**src/rtl/byte_unstriping.sv**
```systemverilog
// rtl/byte_unstriping.sv - four-lane to byte-stream unstriper with valid/ready handshakes
//
// Accepts a four-lane word, emits its 1, 2 or 4 active bytes one at a time in
// ascending or descending lane order, and takes the next word on the same edge
// as the last byte of the current one, so back-to-back words have no bubble.
//
// Optional feature macro: BU_SKIP_FILTER_EN
//    defined   - a selected byte equal to 8'hBC is dropped: it is never presented,
//                and the lane index moves past it in one cycle whatever OUT_READY is.
//    undefined - every byte is emitted, including 8'hBC.
//
// Ports
//    CLK        in   byte-rate clock, rising edge
//    RESET_L    in   asynchronous active-low reset
//    IN_ENB     in   block enable; 0 freezes all state and gates both handshakes
//    IN_LANE3-0 in   [7:0] lane bytes of the incoming word
//    IN_VALID   in   incoming word present
//    IN_READY   out  word accepted when IN_VALID && IN_READY at a rising edge
//    IN_MODO    in   [1:0] active lanes: 00 -> lane0, 01 -> lanes 0-1, 1x -> lanes 0-3
//    IN_DIR     in   0 -> lowest lane first, 1 -> highest active lane first
//    OUT_DATA   out  [7:0] current byte, 8'h00 when no word is held
//    OUT_VALID  out  OUT_DATA valid
//    OUT_READY  in   consumer ready; byte transfers when OUT_VALID && OUT_READY
//    OUT_CNT    out  [15:0] bytes delivered, wrapping
//    OUT_ERR    out  sticky flag, set when a word with IN_MODO=11 is accepted

module byte_unstriping (
   input  logic        CLK,
   input  logic        RESET_L,
   input  logic        IN_ENB,
   input  logic [7:0]  IN_LANE3,
   input  logic [7:0]  IN_LANE2,
   input  logic [7:0]  IN_LANE1,
   input  logic [7:0]  IN_LANE0,
   input  logic        IN_VALID,
   output logic        IN_READY,
   input  logic [1:0]  IN_MODO,
   input  logic        IN_DIR,
   output logic [7:0]  OUT_DATA,
   output logic        OUT_VALID,
   input  logic        OUT_READY,
   output logic [15:0] OUT_CNT,
   output logic        OUT_ERR
);

   localparam logic [7:0] SKIP_BYTE = 8'hBC;

   typedef enum logic {
      ST_IDLE = 1'b0,
      ST_SEND = 1'b1
   } state_t;

   state_t      state_q, state_d;
   logic [1:0]  idx_q,   idx_d;
   logic [31:0] word_q,  word_d;
   logic [1:0]  modo_q,  modo_d;
   logic        dir_q,   dir_d;
   logic [15:0] cnt_q,   cnt_d;
   logic        err_q,   err_d;

   logic [1:0]  last_idx;
   logic [1:0]  sel_lane;
   logic [7:0]  sel_byte;
   logic        sending;
   logic        is_skip;
   logic        advance;
   logic        xfer;
   logic        last_adv;
   logic        in_ready;
   logic        accept;

   // Byte selection from the held word; the held mode and direction are used so
   // input changes during a word cannot disturb it.
   always_comb begin
      last_idx = 2'd3;
      case (modo_q)
         2'b00:   last_idx = 2'd0;
         2'b01:   last_idx = 2'd1;
         default: last_idx = 2'd3;
      endcase

      sel_lane = dir_q ? (last_idx - idx_q) : idx_q;
      sel_byte = word_q[{sel_lane, 3'b000} +: 8];
      sending  = (state_q == ST_SEND);

`ifdef BU_SKIP_FILTER_EN
      is_skip  = sending && (sel_byte == SKIP_BYTE);
`else
      is_skip  = 1'b0;
`endif

      // A skipped byte advances like a transferred one but is never counted.
      advance  = IN_ENB && sending && (is_skip || OUT_READY);
      xfer     = IN_ENB && sending && !is_skip && OUT_READY;
      last_adv = advance && (idx_q == last_idx);

      // Reset state is IDLE, so RESET_L gating keeps IN_READY low while reset is held.
      in_ready = RESET_L && IN_ENB && (!sending || last_adv);
      accept   = IN_VALID && in_ready;
   end

   always_comb begin
      state_d = state_q;
      idx_d   = idx_q;
      word_d  = word_q;
      modo_d  = modo_q;
      dir_d   = dir_q;
      cnt_d   = cnt_q;
      err_d   = err_q;

      if (xfer) begin
         cnt_d = cnt_q + 16'd1;
      end

      if (accept) begin
         state_d = ST_SEND;
         idx_d   = 2'd0;
         word_d  = {IN_LANE3, IN_LANE2, IN_LANE1, IN_LANE0};
         modo_d  = IN_MODO;
         dir_d   = IN_DIR;
         if (IN_MODO == 2'b11) begin
            err_d = 1'b1;
         end
      end else if (advance) begin
         if (last_adv) begin
            state_d = ST_IDLE;
            idx_d   = 2'd0;
         end else begin
            idx_d   = idx_q + 2'd1;
         end
      end
   end

   always_ff @(posedge CLK or negedge RESET_L) begin
      if (!RESET_L) begin
         state_q <= ST_IDLE;
         idx_q   <= 2'd0;
         word_q  <= 32'd0;
         modo_q  <= 2'd0;
         dir_q   <= 1'b0;
         cnt_q   <= 16'd0;
         err_q   <= 1'b0;
      end else begin
         state_q <= state_d;
         idx_q   <= idx_d;
         word_q  <= word_d;
         modo_q  <= modo_d;
         dir_q   <= dir_d;
         cnt_q   <= cnt_d;
         err_q   <= err_d;
      end
   end

   assign IN_READY  = in_ready;
   assign OUT_VALID = IN_ENB && sending && !is_skip;
   assign OUT_DATA  = sending ? sel_byte : 8'h00;
   assign OUT_CNT   = cnt_q;
   assign OUT_ERR   = err_q;

endmodule

```
**config.mk**
```make
export PLATFORM = sky130hd
export DESIGN_NAME = byte_unstriping
export DESIGN_NICKNAME = d
export VERILOG_FILES = /design/src/rtl/byte_unstriping.sv
export SDC_FILE = /design/constraint.sdc
export NUM_CORES = 1
export LEC_CHECK = 0
export ABC_AREA = 1
export CAP_MARGIN = 20
export CORE_UTILIZATION = 33
export DETAILED_ROUTE_END_ITERATION = 7
export PLACE_DENSITY = 0.63
export SETUP_SLACK_MARGIN = 0.2
export SLEW_MARGIN = 5
export SYNTH_ARGS = -nofsm -noshare
export SYNTH_HDL_FRONTEND = slang
export SYNTH_SLANG_ARGS = --single-unit
```
**constraint.sdc**
```tcl
create_clock -name CLK -period 1.85 [get_ports CLK]
set_input_delay 0.37 -clock CLK [delete_from_list [all_inputs] [get_ports CLK]]
set_output_delay 0.37 -clock CLK [all_outputs]
set_load 0.01 [all_outputs]
```
==> results.sh <==
export IMPL_status="finished with violations"
export IMPL_violations="negative setup slack"
export IMPL_cp_required_ps=1480
export IMPL_ys_types=22
export IMPL_path_cells="nor2_4, ha_4, o21ai_4, buf_6, nand2_4, nand2_2, nand3_2, nand2_1, nor2_1, buf_2"
export IMPL_critPathArrivalTime_ps=1910
export IMPL_clk_pin_slew_ps=100
export IMPL_critical_path_buf_inv_count=2
export IMPL_worst_slew_pin_slew_ps=691
export IMPL_coreArea_mm2=0.00876
export IMPL_cts_sinks=55
export IMPL_io_pins=67
export IMPL_syn_nets=457
export IMPL_critPathMaxStageDelay_ps=440
export IMPL_drcViolationCount=0
export IMPL_relSlewSlack_pct=54.0
export IMPL_synth_seq_cells=55
export IMPL_use_met3_pct=2.73
export IMPL_cp_max_fo=5
export IMPL_p_int_w=0.00459
export IMPL_syn_to_final_growth_pct=58.3
export IMPL_synth_simple_area_share_pct=38.5
export IMPL_maxCapViolCount=0
export IMPL_muxShareOfSynthArea_pct=0
export IMPL_grt_ovfl_total=0
export IMPL_cpMaxStageDelayCell="dfrtp_1"
export IMPL_die_width_um=97.5
export IMPL_hold_viol_final=0
export IMPL_crit_type="flip-flop to output port"
export IMPL_end_kind="output port"
export IMPL_grt_use_met1_pct=22.3
export IMPL_placementRows=34
export IMPL_cts_tree="done"
export IMPL_clock_path_buffers=2
export IMPL_viasPerCell=4.91
export IMPL_startpoint_type="flip-flop"
export IMPL_htree_levels=2
export IMPL_insertion_delay_ps=300
export IMPL_post_place_ws_ps=-437
export IMPL_seqPwrFrac_pct=26.7
export IMPL_grt_pass1_vias=3065
export IMPL_yosysSeqAreaShare_pct=45.7
export IMPL_initial_core_util_pct=34.3
export IMPL_port_buffers=66
export IMPL_drtIter0Drc=149
export IMPL_cp_top_family="flip-flops"
export IMPL_p_leak_nw=2.39
export IMPL_nFillCells=821
export IMPL_route_vias_total=3143
export IMPL_netlist_instances=415
export IMPL_grt_most_used_layer="met2"
export IMPL_cts_buffers=5
export IMPL_setup_tns_final_ps=-3120
export IMPL_synth_area_mm2=0.00301
export IMPL_period_minus_slack_ps=2280
export IMPL_slew_viol_final=0
export IMPL_p_sw_share_pct=41.4
export IMPL_layout_setup_ws_ps=-429
export IMPL_drive_gt1_share_pct=26.7
export IMPL_worst_ir_drop_vdd_mv=0.923
export IMPL_wl_per_cell_um=13.9
export IMPL_drtPass1Iterations=4
export IMPL_hpwl_mm=5.71
export IMPL_clock_skew_ps=5.35
export IMPL_holdCritPathClass="input port to asynchronous set/reset pin"
export IMPL_synth_top_family_by_area="simple AND/OR/NAND/NOR gates"
export IMPL_grt_pass1_wl_mm=13.9
export IMPL_cts_root_buf="clkbuf_8"
export IMPL_synth_fa_ha_area_share_pct=0.832
export IMPL_mostFrequentLayoutCells="nand2_1, dfrtp_1, clkdlybuf4s50_1"
export IMPL_ant_nets=0
export IMPL_diodes=0
export IMPL_fmax_mhz=439
export IMPL_grt_use_total_pct=17.9
export IMPL_post_route_period_util_pct=123
export IMPL_comb_power_share_pct=61.3
export IMPL_rsz0062_at_grt="yes"
export IMPL_postSynthAreaPerCell_um2=7.25
export IMPL_die_y_um=97.5
export IMPL_grt_max_degree=56
export IMPL_grtUsageMet2_pct=32.3
export IMPL_synthXorXnorAreaFrac_pct=3.49
export IMPL_powerDensity_mw_per_mm2=1640
export IMPL_synth_compound_area_share_pct=3.24
export IMPL_setup_violations=9
export IMPL_dieArea_mm2=0.00950
export IMPL_switchingPower_w=0.00324
export IMPL_yosysWarnings=0
export IMPL_wl_mm=8.90
export IMPL_final_nets=573
export IMPL_final_common_cell="nand2_1"
export IMPL_clkPwrFrac_pct=11.9
export IMPL_place_congestion=0.863
export IMPL_antenna_found_initial=0
==> synthesized netlist by cell type, drive strengths merged <==
cell	n	share of area, %
a21oi	10	1.7
buf	9	2.2
clkbuf	11	1.4
clkinv	1	0.12
dfrtp	55	46
ha	2	0.83
inv	36	4.5
nand2	186	23
nand3	19	3.7
nand4	38	7.9
nor2	26	3.3
nor3	1	0.17
o21ai	8	1.3
o21bai	1	0.25
xnor2	4	1.2
xor2	8	2.3
==> through the flow <==
step / cell area, um^2 / std cells / total power (W) / utilization [%] / hold WS, ps
floorplan: 3070 / 415 / 0.00419 / - / 74.4
global route: 4760 / 640 / 0.00840 / 54.4 / 284
detailed placement: 4060 / 603 / 0.00574 / 46.3 / 461
finish: 4760 / 640 / 0.00784 / 54.4 / 225
CTS: 4460 / 631 / 0.00709 / 50.9 / 266
global placement: 4060 / 603 / 0.00567 / 46.3 / 457
==> kinds of logic after synthesis <==
| group | Yosys count |
|---|---|
| compound gates | 19 |
| xor+xnor | 12 |
| fa+ha+maj | 2 |
| buf+inv | 57 |
| flops | 55 |
| simple gates | 270 |
==> sequential cells by signal, summed over array words and instances (netlist names) <==
| register | flops |
|---|---|
| word_q | 32 |
| OUT_CNT | 16 |
| idx_q | 2 |
| modo_q | 2 |
| OUT_ERR | 1 |
| dir_q | 1 |
| sending | 1 |
==> layout make-up <==
cell class / instances / area (um^2) / area share (%)
Clock buffer: 6 / 72.6 / 1.52
Clock inverter: 2 / 60.1 / 1.26
Inverter: 37 / 141 / 2.97
Multi-Input combinational cell: 304 / 1640 / 34.3
Sequential cell: 55 / 1380 / 28.9
Tap cell: 108 / 135 / 2.84
Timing Repair Buffer: 128 / 1340 / 28.2
==> what timing repair did <==
item	in CTS	in global routing
gates resized for setup	65	57
gates cloned	4	4
setup endpoints to repair	58	53
pin swaps	6	30
setup buffers	16	5
hold buffers	0	0
==> power groups by stage <==
stage                     Sequential [W]  Clock [W]  Combinational, W
final                            0.00209   0.000936           0.00481
after global routing             0.00216    0.00100           0.00523
after CTS                        0.00203   0.000959           0.00411
after detailed placement         0.00208          0           0.00365
after global placement           0.00209          0           0.00358
after floorplan                  0.00207          0           0.00212
==> per-layer routing <==
layer | vias up | wire [um]
met5 | - | 0
met4 | 0 | 212
met3 | 16 | 336
met2 | 95 | 4560
met1 | 1475 | 3790
li1 | 1557 | -
==> path summary, 6_finish.rpt <==
path | start | endpoint | slack (ps) | cells past startpoint
worst max-delay path | modo_q[1]$_DFFE_PN0P_ | OUT_DATA[4] | -430 | 10
worst min-delay path | RESET_L | OUT_CNT[8]$_DFFE_PN0P_ | 220 | 2
worst min register to register | word_q[25]$_DFFE_PN0P_ | word_q[25]$_DFFE_PN0P_ | 490 | 2
max in group asynchronous | RESET_L | idx_q[0]$_DFFE_PN0P_ | 1140 | 2
min in group CLK | word_q[25]$_DFFE_PN0P_ | word_q[25]$_DFFE_PN0P_ | 490 | 2
worst max register to register | modo_q[1]$_DFFE_PN0P_ | word_q[9]$_DFFE_PN0P_ | 20 | 13
Note: power is estimated with default switching activity, not from simulation.
